<file path="src/rtl/dmem_arb_pkg.sv">
// Shared types and defaults for the dmem arbiter: width defaults and the FSM
// state encoding, chosen so each grant output is a single state bit.
package dmem_arb_pkg;

  localparam int ADDR_W_DEF = 12;
  localparam int DATA_W_DEF = 32;

  // One-hot grant states; IDLE is all zeros so both grants are low.
  typedef enum logic [1:0] {
    IDLE = 2'b00,
    GNT0 = 2'b01,
    GNT1 = 2'b10
  } arb_state_e;

  function automatic arb_state_e state_from_pick(input logic [1:0] pick);
    if (pick[0]) return GNT0;
    if (pick[1]) return GNT1;
    return IDLE;
  endfunction

endpackage

</file>
<file path="src/rtl/dmem_arb_pick.sv">
// Combinational winner selection between the two dmem ports; ptr = 1 favours
// p1 on a simultaneous request, ptr = 0 favours p0.
module dmem_arb_pick (
  input  logic [1:0] reqs,
  input  logic       ptr,
  output logic [1:0] pick
);

  always_comb begin
    if (reqs == 2'b11) pick = ptr ? 2'b10 : 2'b01;
    else               pick = reqs;
  end

endmodule

</file>
<file path="src/rtl/dmem_arbiter.sv">
// Two-port arbiter in front of a single synchronous dmem; one access per cycle.
// Define DMEM_ARB_RR_EN for round-robin on conflicts, otherwise p0 always wins.
module dmem_arbiter
  import dmem_arb_pkg::*;
#(
  parameter int ADDR_W = ADDR_W_DEF,
  parameter int DATA_W = DATA_W_DEF
) (
  input  logic              clock,
  input  logic              reset,
  input  logic              p0_req,
  input  logic [ADDR_W-1:0] p0_addr,
  input  logic [DATA_W-1:0] p0_wdata,
  input  logic              p0_wren,
  output logic              p0_gnt,
  output logic              p0_rvalid,
  input  logic              p1_req,
  input  logic [ADDR_W-1:0] p1_addr,
  input  logic [DATA_W-1:0] p1_wdata,
  input  logic              p1_wren,
  output logic              p1_gnt,
  output logic              p1_rvalid,
  output logic [DATA_W-1:0] rdata,
  output logic [ADDR_W-1:0] dmem_address,
  output logic [DATA_W-1:0] dmem_data,
  output logic              dmem_wren,
  input  logic [DATA_W-1:0] dmem_q
);

  arb_state_e        state_q, state_d;
  logic [1:0]        rvalid_q, rvalid_d;
  logic [DATA_W-1:0] rdata_q, rdata_d;
  logic              ptr;
  logic [1:0]        pick;

  dmem_arb_pick u_pick (
    .reqs ({p1_req, p0_req}),
    .ptr  (ptr),
    .pick (pick)
  );

`ifdef DMEM_ARB_RR_EN
  logic ptr_q, ptr_d;

  // Point at the loser of the grant being registered this edge.
  always_comb begin
    ptr_d = ptr_q;
    if (pick[0])      ptr_d = 1'b1;
    else if (pick[1]) ptr_d = 1'b0;
  end

  always_ff @(posedge clock or negedge reset) begin
    if (!reset) ptr_q <= 1'b0;
    else        ptr_q <= ptr_d;
  end

  assign ptr = ptr_q;
`else
  assign ptr = 1'b0;
`endif

  always_comb begin
    state_d      = state_from_pick(pick);
    dmem_address = '0;
    dmem_data    = '0;
    dmem_wren    = 1'b0;
    rvalid_d     = '0;
    case (state_q)
      GNT0: begin
        dmem_address = p0_addr;
        dmem_data    = p0_wdata;
        dmem_wren    = p0_wren & p0_req;
        rvalid_d[0]  = ~p0_wren & p0_req;
      end
      GNT1: begin
        dmem_address = p1_addr;
        dmem_data    = p1_wdata;
        dmem_wren    = p1_wren & p1_req;
        rvalid_d[1]  = ~p1_wren & p1_req;
      end
      default: ;
    endcase
    // dmem_q is only meaningful in the rvalid cycle; otherwise replay the last read.
    rdata_d = (|rvalid_q) ? dmem_q : rdata_q;
  end

  // NOTE: state is cleared by the asynchronous reset and updated with
  // non-blocking assignments so every flop samples pre-edge values.
  always_ff @(posedge clock or negedge reset) begin
    if (!reset) begin
      state_q  <= IDLE;
      rvalid_q <= '0;
      rdata_q  <= '0;
    end else begin
      state_q  <= state_d;
      rvalid_q <= rvalid_d;
      rdata_q  <= rdata_d;
    end
  end

  assign p0_gnt    = state_q[0];
  assign p1_gnt    = state_q[1];
  assign p0_rvalid = rvalid_q[0];
  assign p1_rvalid = rvalid_q[1];
  assign rdata     = rdata_d;

endmodule
</file>
<file path="config.mk">
export PLATFORM = sky130hd
export DESIGN_NAME = dmem_arbiter
export DESIGN_NICKNAME = d
export VERILOG_FILES = /design/src/rtl/dmem_arb_pkg.sv /design/src/rtl/dmem_arb_pick.sv /design/src/rtl/dmem_arbiter.sv
export SDC_FILE = /design/constraint.sdc
export NUM_CORES = 1
export LEC_CHECK = 0
export CAP_MARGIN = 20
export CORE_MARGIN = 5
export CORE_UTILIZATION = 29
export CTS_BUF_LIST = sky130_fd_sc_hd__clkbuf_16
export CTS_CLUSTER_DIAMETER = 150
export CTS_CLUSTER_SIZE = 30
export DETAILED_ROUTE_END_ITERATION = 10
export GPL_TIMING_DRIVEN = 0
export PLACE_DENSITY = 0.87
export SETUP_SLACK_MARGIN = 0.05
export SLEW_MARGIN = 20
export SYNTH_ARGS = -nofsm -noshare
export SYNTH_HDL_FRONTEND = slang
export SYNTH_SLANG_ARGS = --single-unit
</file>
<file path="constraint.sdc">
create_clock -name clock -period 1.68 [get_ports clock]
set_input_delay 0.336 -clock clock [delete_from_list [all_inputs] [get_ports clock]]
set_output_delay 0.336 -clock clock [all_outputs]
set_load 0.005 [all_outputs]
</file>
After elaboration in Yosys (flattened, before gate mapping)
Cells that the tools add are included.

storage, ports and cells
  bits of input ports = 126
  bits in registers = 36
  output and inout port bits = 81
  logic and storage cells = 27

operators by class
  bitwise gates (word level) = 6
  reduce and logical (&&, ||, !) cells = 1
  equality and inequality tests = 3
  mux-type cells = 14

operator list
  kind                  number
  $pmux W32 S2          1
  $mux W32              1
  $pmux W12 S2          1
  $mux W2               5
  $mux W1               5
  $and A1 B1 Y1         4
  $eq A2 B2 Y1 const B  2
  $eq A2 B1 Y1 const B  1
  $not A1 Y1            2
  $pmux W1 S2           1
  $reduce_or A2 Y1      1

Depth between registers and ports, before layout
  depth in word-level cells = 6
  depth in mapped cells = 6
  depth with buffers taken out = 4

Hierarchy
Synthesis repeated with hierarchy kept, for this count alone.

second synthesis, totals
  cells, all modules = 193
  area, all modules = 2004.4 um^2

modules (own cells, without submodules)
  module         cells an instance  area each (um^2)  sequential area each (um^2)  times used
  dmem_arbiter   190                1985.7            900.9                        1
  dmem_arb_pick  3                  18.8              0.0                          1

Least setup slack after synthesis
OpenSTA, ideal clock, no wires.

  kind = reg2out
  from = reg state_q[0]
  to = out dmem_address[10]
  cell stages (with the launch flop) = 6
  slack = 0.113 ns
  buffers on the path = 2
  data required time = 1.344 ns
  arrival time = 1.231 ns
  path through = dfrtp_1 inv_1 ha_1 buf_2 clkbuf_1 nor2_1

between the ends
  cells in the longest elaborated chain, start to end = 2
  elaborated cells between the ends (all ways) = 3
  those cells by class = eq/ne: 2; mux: 1

RTL lines
  element                                              line                text
  start: declaration                                   dmem_arbiter.sv:30  arb_state_e state_q, state_d;
  start signal: assignment                             dmem_arbiter.sv:95  state_q <= state_d;
  $eq A2 B2 Y1 / $eq A2 B1 Y1 (equally long branches)  dmem_arbiter.sv:68  case (state_q)
  $pmux W12 S2 (*)                                     dmem_arbiter.sv:68
  end: declaration                                     dmem_arbiter.sv:24  output logic [ADDR_W-1:0] dmem_address,

Mark *: on every way between the ends. The rest lies on a longest branch, timed or not.

Final worst setup path
  from = reg state_q[1]
  to = out dmem_data[19]

between the ends
  cells in the longest elaborated chain, start to end = 2
  elaborated cells between the ends (all ways) = 3
  those cells by class = eq/ne: 2; mux: 1

RTL lines
  element                                              line                text
  $eq A2 B2 Y1 / $eq A2 B1 Y1 (equally long branches)  dmem_arbiter.sv:68
  $pmux W32 S2 (*)                                     dmem_arbiter.sv:68
  end: declaration                                     dmem_arbiter.sv:25  output logic [DATA_W-1:0] dmem_data,

Marked as above.

==> flow_summary.toml <==
[global_route]
antenna_found_initial = 0
gr-total-overflow = 0
grt_pass1_wl_mm = 15.9
grt_pass1_vias = 3027
grtUsageTotal = 0.238
grt_max_degree = 23

[route]
dr.pass1.iters = 4
first_iter_violations = 89
wl_per_cell_microns = 20.7
dr_total_vias = 2768
ant_nets = 0
drcViolationCount = 0
routed_via_density = 5.08
routed_wirelength_mm = 11.3

[worst_setup_path]
rrSetupSlack_ps = 240
startpoint_type = "register"
crit_type = "reg2out"
worstSetupStartpoint = "state_q[1]"
reg2regPathDepth = 6
cp.required_ps = 1340
r2r-start = "rvalid_q[1]"
timing.rr.end = "rdata_q[19]"
end_kind = "primary output"
critPathCapture = "dmem_data[19]"
worstPathMaxFanout = 5
cp.arrival_ps = 1690

[logic_synthesis]
async_flop_share = 1.00
yosys.area.top_type = "dfrtp_1"
synth.top_cells.by_area = "dfrtp_1, mux2_2, a22oi_1"
yosys.area_share.simple = 0.105
ys_types = 15
syn_avg_cell_area_sq_um = 10.5
ys_ff_latch = 36
synth_top_family_by_area = "multiplexers"
synth_xor_area_frac = 0
ys_warn_count = 0
netlist_area_sq_um = 1990
syn_nets = 320
syn_inst = 190
synth-seq-area-share = 0.454
synth.mux.area_fraction = 0.185
synth_edf_count = 0
synthAdderAreaFrac = 0.0252
synth_compound_area_frac = 0.169
synthFlopType = "dfrtp_1"
synth_common_cells = "nor2_1, a22oi_1, dfrtp_1"
synth.most_common_cell = "nor2_1"
synth.top_cell.area_share = 0.454

[place]
dp_hpwl_mm = 7.22
portBuffers = 206
globalplace.congestion = 0.829
place_area_sq_um = 4170

[timing]
timing.final.setup_violations = 77
clock-skew-final_ps = 3.63
rsz0062_at_grt = "yes"
hold_viol = 0
period_needed_ps = 2030
finalCritPeriodShare = 1.21
worst_pin_slew_ps = 394
totalNegativeSetupSlack_ps = -17520
slew_headroom = 0.737
maxClockFrequency_mhz = 493
setup_ws_ps = -350
maxSlewViolCount = 0

[floorplan]
die_h_microns = 92.7
die_w_microns = 92.7
rows = 30
initial_utilization = 0.296
fp.coreArea_sq_um = 6720
pin_count = 207
die_area_sq_um = 8600

[run_status]
status = "finished with violations"
violations = "setup timing"

[power]
ir_drop_v = 0.000545
leakagePower_nw = 2.49
total_power_mw = 3.99
power.density_nw_per_um2 = 734

[final_layout]
area_growth_pct = 174
drive_gt1_frac = 0.568
final_nets = 594
n_antenna_cell = 0
final_area_sq_um = 5430

[cts]
cts-root-buf = "clkbuf_16"
cts_max_level = 2
cts_tree = "yes"
cts_buffer_depth = 2
cts_buffers = 5
insertion_delay_ps = 280
clk_pin_slew_ps = 50
cts_sinks = 36

[run]
drv_cap = 0

[worst_hold_path]
hold_path_class = "reg2reg"
## cell usage in the layout (no fill, tap or decap), types with 2 or more instances in the layout
cell and n:
dfrtp_1 35, buf_12 10, a22oi_2 44, inv_2 2, clkbuf_2 11, mux2_4 32
buf_8 12, buf_2 38, buf_4 21, nand2_1 2, ha_4 4, buf_6 62
clkdlybuf4s50_1 125, clkbuf_16 8, nor2_1 33, nor2_4 3, nor2_2 11
## stage by stage
step / hold slack (ps) / util / worst slack (ps) / cells
2_1_floorplan: 40.4 / - / 113 / 190
3_3_place_gp: 476 / 0.617 / -506 / 476
3_5_place_dp: 282 / 0.621 / -584 / 477
4_1_cts: 496 / 0.791 / -326 / 534
5_1_grt: 502 / 0.809 / -383 / 545
6_report: 492 / 0.809 / -350 / 545
## where the power goes
part | switching, mW | internal (mW) | total, mW
sequential | 0.0651 | 1.05 | 1.11
combinational | 0.630 | 1.22 | 1.85
clock | 0.335 | 0.691 | 1.03
## state kept, by name, indices dropped and copies added (netlist names)
name / flops
rdata_q: 32
rvalid_q: 2
state_q: 2
## worst max-delay path, stage by stage (launching register included)
cell	delay, ps
dfrtp_2	450
inv_2	80
ha_4	180
buf_6	140
clkbuf_16	150
buf_6	110
a22oi_2	110
nor2_1	60
buf_2	130
## cell type report
class,count,area (sq um)
Buffer,15,225
Clock buffer,5,125
Clock inverter,3,38.8
Fill cell,381,1280
Inverter,2,7.51
Multi-Input combinational cell,133,1400
Sequential cell,36,902
Tap cell,80,100
Timing Repair Buffer,271,2630
## per-layer routing
layer | track usage | up-vias | wire [microns]
li1 | - | 1229 | -
met1 | 0.247 | 1351 | 3810
met2 | 0.454 | 162 | 6230
met3 | 0.0666 | 26 | 907
met4 | 0.0818 | 0 | 325
met5 | 0 | - | 0
## kinds of logic after synthesis
family / count (synthesis)
compound gates: 45
flops: 36
simple gates: 52
fa+ha+maj: 4
buf+inv: 21
mux: 32
## repair_timing
item	4_1_cts	5_1_grt
cloned	8	2
hold buffers	1	0
buffers inserted	40	19
pin swaps	38	44
setup endpoints to repair	77	77
resized for setup	463	72
hold endpoints to repair	14	0
## worst min-delay path by stage
stage	end	cells after the start	from	slack, ps
after global placement	rdata_q[19]	1	rdata_q[19]	480
after CTS	rdata_q[7]	1	rdata_q[7]	500
final	rdata_q[2]	1	rdata_q[2]	490
after detailed placement	rdata_q[21]	1	reset	280
after global routing	rdata_q[8]	1	rdata_q[8]	500
after floorplan	rdata_q[0]	0	reset	40
No activity file was read; power rests on OpenSTA's default activity.
